`src/rtl/des_pkg.sv`:
```
// Shared types and constants for the iterative DES round controller.
// Holds the FSM state encoding and the per-round key-schedule rotate table.
package des_pkg;

  localparam int unsigned ROUNDS = 16;

  typedef enum logic [2:0] {
    StIdle,
    StLoad,
    StRound,
    StFinal,
    StDone
  } state_e;

  localparam logic ShiftDirLeft  = 1'b0;
  localparam logic ShiftDirRight = 1'b1;

  // Decrypt walks the schedule backwards: round 1 uses the unrotated C/D
  // because PC-1(key) already equals C16/D16.
  function automatic logic [1:0] key_shift_amt(input int unsigned ridx, input logic decrypt);
    logic [1:0] amt;
    amt = 2'd2;
    case (ridx)
      0:       amt = decrypt ? 2'd0 : 2'd1;
      1, 8, 15: amt = 2'd1;
      default: amt = 2'd2;
    endcase
    return amt;
  endfunction

endpackage

```
`src/rtl/des_round_controller_if.sv`:
```
// Host/datapath signal bundle for the DES round controller.
// slave is the controller's view; master is the host/datapath side.
interface des_round_controller_if #(
  parameter int unsigned RIDX_W = 4
);

  logic              start;
  logic              decrypt;
  logic              ready;
  logic              busy;
  logic              ip_load;
  logic              key_load;
  logic              round_en;
  logic [RIDX_W-1:0] round_idx;
  logic [1:0]        key_shift_amt;
  logic              key_shift_dir;
  logic              fp_capture;
  logic              out_valid;
  logic              out_ack;

  modport master (
    output start, decrypt, out_ack,
    input  ready, busy, ip_load, key_load, round_en, round_idx,
    input  key_shift_amt, key_shift_dir, fp_capture, out_valid
  );

  modport slave (
    input  start, decrypt, out_ack,
    output ready, busy, ip_load, key_load, round_en, round_idx,
    output key_shift_amt, key_shift_dir, fp_capture, out_valid
  );

endinterface

```
`src/rtl/des_key_shift_table.sv`:
```
// Combinational map from (round index, mode) to the C/D rotate amount.
module des_key_shift_table #(
  parameter int unsigned RIDX_W = 4
) (
  input  logic [RIDX_W-1:0] round_idx_i,
  input  logic              decrypt_i,
  output logic [1:0]        shift_amt_o
);
  import des_pkg::*;

  always_comb begin
    shift_amt_o = key_shift_amt(32'(round_idx_i), decrypt_i);
  end

endmodule

```
`src/rtl/des_round_controller.sv`:
```
// Sequencing FSM for the iterative DES datapath: IP load, ROUNDS Feistel
// rounds (one per cycle), final permutation capture, then a valid/ack hold.
module des_round_controller #(
  parameter int unsigned ROUNDS = 16,
  parameter int unsigned RIDX_W = 4
) (
  input  logic                  clk,
  input  logic                  rst,
  des_round_controller_if.slave bus
);
  import des_pkg::*;

  state_e            state_q, state_d;
  logic [RIDX_W-1:0] cnt_q, cnt_d;
  logic              mode_q, mode_d;
  logic [1:0]        tbl_amt;

  logic              ready, busy, ip_load, key_load, round_en;
  logic              fp_capture, out_valid, shift_dir;
  logic [RIDX_W-1:0] round_idx;
  logic [1:0]        shift_amt;

  des_key_shift_table #(
    .RIDX_W(RIDX_W)
  ) u_shift_table (
    .round_idx_i(cnt_q),
    .decrypt_i  (mode_q),
    .shift_amt_o(tbl_amt)
  );

  always_ff @(posedge clk) begin
    if (rst) begin
      state_q <= StIdle;
      cnt_q   <= '0;
      mode_q  <= 1'b0;
    end else begin
      state_q <= state_d;
      cnt_q   <= cnt_d;
      mode_q  <= mode_d;
    end
  end

  always_comb begin
    state_d    = state_q;
    cnt_d      = cnt_q;
    mode_d     = mode_q;
    ready      = 1'b0;
    busy       = 1'b0;
    ip_load    = 1'b0;
    key_load   = 1'b0;
    round_en   = 1'b0;
    round_idx  = '0;
    shift_amt  = 2'd0;
    shift_dir  = ShiftDirLeft;
    fp_capture = 1'b0;
    out_valid  = 1'b0;

    unique case (state_q)
      StIdle: begin
        ready = 1'b1;
        if (bus.start) begin
          mode_d  = bus.decrypt;
          state_d = StLoad;
        end
      end
      StLoad: begin
        busy     = 1'b1;
        ip_load  = 1'b1;
        key_load = 1'b1;
        cnt_d    = '0;
        state_d  = StRound;
      end
      StRound: begin
        busy      = 1'b1;
        round_en  = 1'b1;
        round_idx = cnt_q;
        shift_amt = tbl_amt;
        shift_dir = mode_q ? ShiftDirRight : ShiftDirLeft;
        // Counter holds at the last round so it never wraps inside ROUND.
        if (cnt_q == RIDX_W'(ROUNDS - 1)) begin
          state_d = StFinal;
        end else begin
          cnt_d = cnt_q + 1'b1;
        end
      end
      StFinal: begin
        busy       = 1'b1;
        fp_capture = 1'b1;
        state_d    = StDone;
      end
      StDone: begin
        out_valid = 1'b1;
        if (bus.out_ack) begin
          state_d = StIdle;
        end
      end
      default: begin
        state_d = StIdle;
      end
    endcase
  end

  assign bus.ready         = ready;
  assign bus.busy          = busy;
  assign bus.ip_load       = ip_load;
  assign bus.key_load      = key_load;
  assign bus.round_en      = round_en;
  assign bus.round_idx     = round_idx;
  assign bus.key_shift_amt = shift_amt;
  assign bus.key_shift_dir = shift_dir;
  assign bus.fp_capture    = fp_capture;
  assign bus.out_valid     = out_valid;

endmodule

```
`src/flat_wrapper.sv`:
```
// flat-port wrapper written by rule: the top's interface ports become plain ports
module des_round_controller_flat import des_pkg::*;
#(
  parameter int unsigned ROUNDS = 16,
  parameter int unsigned RIDX_W = 4
)
  (clk, rst, bus_start, bus_decrypt, bus_out_ack, bus_ready, bus_busy, bus_ip_load, bus_key_load, bus_round_en, bus_round_idx, bus_key_shift_amt, bus_key_shift_dir, bus_fp_capture, bus_out_valid);
  des_round_controller_if #(.RIDX_W(RIDX_W)) bus_i ();
  input  logic clk;
  input  logic rst;
  input wire logic [$bits(bus_i.start)-1:0] bus_start;
  input wire logic [$bits(bus_i.decrypt)-1:0] bus_decrypt;
  input wire logic [$bits(bus_i.out_ack)-1:0] bus_out_ack;
  output wire logic [$bits(bus_i.ready)-1:0] bus_ready;
  output wire logic [$bits(bus_i.busy)-1:0] bus_busy;
  output wire logic [$bits(bus_i.ip_load)-1:0] bus_ip_load;
  output wire logic [$bits(bus_i.key_load)-1:0] bus_key_load;
  output wire logic [$bits(bus_i.round_en)-1:0] bus_round_en;
  output wire logic [$bits(bus_i.round_idx)-1:0] bus_round_idx;
  output wire logic [$bits(bus_i.key_shift_amt)-1:0] bus_key_shift_amt;
  output wire logic [$bits(bus_i.key_shift_dir)-1:0] bus_key_shift_dir;
  output wire logic [$bits(bus_i.fp_capture)-1:0] bus_fp_capture;
  output wire logic [$bits(bus_i.out_valid)-1:0] bus_out_valid;
  assign bus_i.start = bus_start;
  assign bus_i.decrypt = bus_decrypt;
  assign bus_i.out_ack = bus_out_ack;
  assign bus_ready = bus_i.ready;
  assign bus_busy = bus_i.busy;
  assign bus_ip_load = bus_i.ip_load;
  assign bus_key_load = bus_i.key_load;
  assign bus_round_en = bus_i.round_en;
  assign bus_round_idx = bus_i.round_idx;
  assign bus_key_shift_amt = bus_i.key_shift_amt;
  assign bus_key_shift_dir = bus_i.key_shift_dir;
  assign bus_fp_capture = bus_i.fp_capture;
  assign bus_out_valid = bus_i.out_valid;
  des_round_controller #(.ROUNDS(ROUNDS), .RIDX_W(RIDX_W)) u_core (.clk(clk), .rst(rst), .bus(bus_i));
endmodule
```
`config.mk`:
```
export PLATFORM = sky130hd
export DESIGN_NAME = des_round_controller_flat
export DESIGN_NICKNAME = d
export VERILOG_FILES = /design/src/rtl/des_pkg.sv /design/src/rtl/des_round_controller_if.sv /design/src/rtl/des_key_shift_table.sv /design/src/rtl/des_round_controller.sv /design/src/flat_wrapper.sv
export SDC_FILE = /design/constraint.sdc
export NUM_CORES = 1
export LEC_CHECK = 0
export CORE_UTILIZATION = 39
export DETAILED_ROUTE_END_ITERATION = 8
export HOLD_SLACK_MARGIN = 0.06
export PLACE_DENSITY = 0.71
export SLEW_MARGIN = 20
export SYNTH_ARGS = -nofsm -noshare
export SYNTH_HDL_FRONTEND = slang
export SYNTH_HIERARCHICAL = 1
export SYNTH_SLANG_ARGS = --single-unit
```
`constraint.sdc`:
```
create_clock -name clk -period 1.55 [get_ports clk]
set_input_delay 0.31 -clock clk [delete_from_list [all_inputs] [get_ports clk]]
set_output_delay 0.31 -clock clk [all_outputs]
set_load 0.02 [all_outputs]
```
==> insert_results.sql <==
INSERT INTO impl_metrics (metric_group, metric, value, unit) VALUES
('status', 'violations', 'setup timing', ''),
('sta', 'timing.final.hold_violations', '0', ''),
('floorplan', 'die_h', '40.21', 'um'),
('clock_network', 'cts_num_sinks', '8', ''),
('power_and_ir_drop', 'cellPowerDensity', '931.7', 'nW/um^2'),
('floorplan', 'die_wd', '40.21', 'um'),
('final_layout', 'layout_cells_sized_above_1', '59.62', '%'),
('yosys', 'synthTopCellsByArea', 'sky130_fd_sc_hd__dfxtp_1 28%, sky130_fd_sc_hd__and2_1 8.8%, sky130_fd_sc_hd__buf_6 5.9%', ''),
('power_and_ir_drop', 'worst_ir_drop_vdd', '0.0006461', 'V'),
('drt', 'first_pass_iters', '4', ''),
('yosys', 'syn_inst', '71', ''),
('yosys', 'syn_area_per_cell', '8.018', 'um^2'),
('sta', 'final.period_utilization', '109.3', '%'),
('place', 'gp_routability_congestion', '0.8044', ''),
('critical_path', 'setup.worst_path.end_class', 'output port', ''),
('place', 'detailed_placement_hpwl', '1164', 'um'),
('global_routing', 'grt_antenna_before_repair', '0', ''),
('final_layout', 'final_cells', '119', ''),
('drt', 'num_vias', '636', ''),
('yosys', 'synth_enable_flop_cells', '0', ''),
('status', 'run_status', 'complete, but fails checks', ''),
('drt', 'avgRoutedWirePerCell', '13.74', 'um'),
('yosys', 'post_synth_instance_area', '569.3', 'um^2'),
('place', 'dpl.cell_count', '113', ''),
('drt', 'post_dr_vias_cell', '5.345', ''),
('final_layout', 'final_util', '69.42', '%'),
('clock_network', 'number_of_buffers_created_by_cts', '3', ''),
('final_layout', 'layout_commonest_cell', 'sky130_fd_sc_hd__buf_4', ''),
('power_and_ir_drop', 'total_power', '0.8627', 'mW'),
('floorplan', 'core', '1334', 'um^2'),
('clock_network', 'cts_tree', 'yes', ''),
('floorplan', 'top_level_ports', '19', ''),
('min_path', 'hp-class', 'reg2reg', ''),
('sta', 'unrepaired_setup_endpoints_after_global_routing', 'yes', ''),
('global_routing', 'grt_usage', '21.35', '%'),
('sta', 'maxSlewViolCount', '0', ''),
('place', 'portBuffers', '18', ''),
('yosys', 'synthFlopType', 'sky130_fd_sc_hd__dfxtp_1', ''),
('floorplan', 'start_util', '42.68', '%'),
('run', 'cap_viol_max_count', '0', ''),
('critical_path', 'critical_path.startpoint_type', 'flip-flop', ''),
('sta', 'post-route-worst-setup-slack', '-0.1439', 'ns'),
('clock_network', 'clkTransAtPathRegs', '0.06', 'ns'),
('floorplan', 'floorplan.rows', '13', ''),
('critical_path', 'worst-setup-path-type', 'reg2out', ''),
('yosys', 'synth_top_area_share', '28.13', '%'),
('sta', 'timing.setup.tns', '-1.024', 'ns'),
('drt', 'drtIter0Drc', '20', ''),
('clock_network', 'cts_root_buf', 'sky130_fd_sc_hd__clkbuf_4', ''),
('clock_network', 'post_cts_hold_buffer_count', '0', ''),
('clock_network', 'worstSkewPairLatency', '0.26', 'ns'),
('critical_path', 'worst-endpoint-arrival', '1.38', 'ns'),
('global_routing', 'grt_first_pass_wirelength', '2242', 'um'),
('critical_path', 'reg2reg_setup_slack', '0.04', 'ns'),
('sta', 'finalWorstPathRequiredPeriod', '1.694', 'ns'),
('final_layout', 'layout.filler_cells', '115', ''),
('critical_path', 'cp.required', '1.24', 'ns'),
('global_routing', 'grt_pass1_vias', '499', ''),
('power_and_ir_drop', 'power_leakage', '0.4165', 'nW'),
('yosys', 'yosysWarningCount', '6', ''),
('sta', 'worst_slew_margin_rel', '81.30', '%'),
('drt', 'remaining_drc_errors', '0', ''),
('sta', 'final-setup-viol-count', '8', ''),
('clock_network', 'clock_tree.buffer_depth', '2', ''),
('drt', 'drt-total-wl', '1635', 'um'),
('clock_network', 'h-tree-depth', '1', ''),
('yosys', 'synth.lib_cells_used.distinct', '32', ''),
('yosys', 'ys_seq_elements', '8', ''),
('global_routing', 'grt_max_degree', '10', ''),
('sta', 'fin_worst_skew', '0.008765', 'ns'),
('place', 'dp_worst_setup_slack', '-0.3827', 'ns');
## routing by layer
metal | wire length, um | vias to the layer above | GRT usage, %
li1 | - | 327 | -
met3 | 69 | 2 | 3.333
met4 | 16 | 0 | 7.500
met2 | 781 | 18 | 37.90
met5 | 0 | - | 0
met1 | 768 | 289 | 25.75
## area by class of cell
type	count	area, um^2	share of cell area (%)
Tap cell	15	18.77	2.027
Inverter	3	13.76	1.486
Multi-Input combinational cell	53	390.4	42.16
Timing Repair Buffer	36	304.0	32.84
Timing Repair inverter	1	7.507	0.8108
Clock buffer	3	22.52	2.432
Sequential cell	8	168.9	18.24
## registers in the layout, summed over array words and instances, names as in the netlist
signal,cells
u_core/mode_q,1
u_core/state_q,3
u_core/cnt_q,4
## stage by stage
step           hold slack [ns]  area, um^2
2_1_floorplan           0.4575       594.3
3_3_place_gp            0.5612       853.3
3_5_place_dp            0.5884       853.3
4_1_cts                 0.6176       919.6
5_1_grt                 0.6153       925.9
6_report                0.5978       925.9
## worst max-delay path: stages, from the launching register on
cell	delay, ns
sky130_fd_sc_hd__dfxtp_2	0.33
sky130_fd_sc_hd__or3b_4	0.43
sky130_fd_sc_hd__clkinvlp_4	0.12
sky130_fd_sc_hd__and2_4	0.14
sky130_fd_sc_hd__buf_6	0.10
## worst paths after layout
| path | startpoint | end | depth (start not counted) |
|---|---|---|---|
| worst max-delay path | u_core/state_q[2]$_SDFFE_PP0P_ | bus_key_shift_amt[0] | 4 |
| worst min-delay path | u_core/state_q[2]$_SDFFE_PP0P_ | u_core/state_q[1]$_SDFFE_PP0P_ | 2 |
| worst max register to register | u_core/state_q[2]$_SDFFE_PP0P_ | u_core/cnt_q[3]$_SDFFE_PP0P_ | 4 |
| worst min register to register | u_core/state_q[2]$_SDFFE_PP0P_ | u_core/state_q[1]$_SDFFE_PP0P_ | 2 |
## Yosys cell counts (2+ instances only)
cell type,count
sky130_fd_sc_hd__a211oi_1,2
sky130_fd_sc_hd__nor2_1,5
sky130_fd_sc_hd__o21ai_0,2
sky130_fd_sc_hd__a21oi_1,4
sky130_fd_sc_hd__o211ai_1,3
sky130_fd_sc_hd__inv_1,3
sky130_fd_sc_hd__nand3_1,4
sky130_fd_sc_hd__clkbuf_1,2
sky130_fd_sc_hd__dfxtp_1,8
sky130_fd_sc_hd__nor3_1,3
sky130_fd_sc_hd__buf_6,3
sky130_fd_sc_hd__a2111oi_0,2
sky130_fd_sc_hd__and2_1,8
sky130_fd_sc_hd__or3_1,4
## where the power goes
part / switching [mW] / internal, mW / leakage (nW) / total (mW)
clock network: 0.0814 / 0.0893 / 0.0138 / 0.171
registers: 0.0213 / 0.232 / 0.0683 / 0.254
logic: 0.223 / 0.215 / 0.334 / 0.438
total: 0.326 / 0.537 / 0.416 / 0.863
## timing repair
action / 4_1_cts / 5_1_grt
resized for setup: 84 / 8
endpoints found under the setup margin: 14 / 14
pin swaps: 7 / 5
buffers inserted: 2 / 0
cloned: 1 / 0
## cell families after synthesis
group / synth area share [%]
AOI/OAI and AO/OA: 20.44
xor gates and xnor gates: 1.539
DFF: 28.13
buffers and inverters: 11.43
and+or+nand+nor: 36.27
adders and majority gates: 2.197
(Power assumes the default switching activity.)
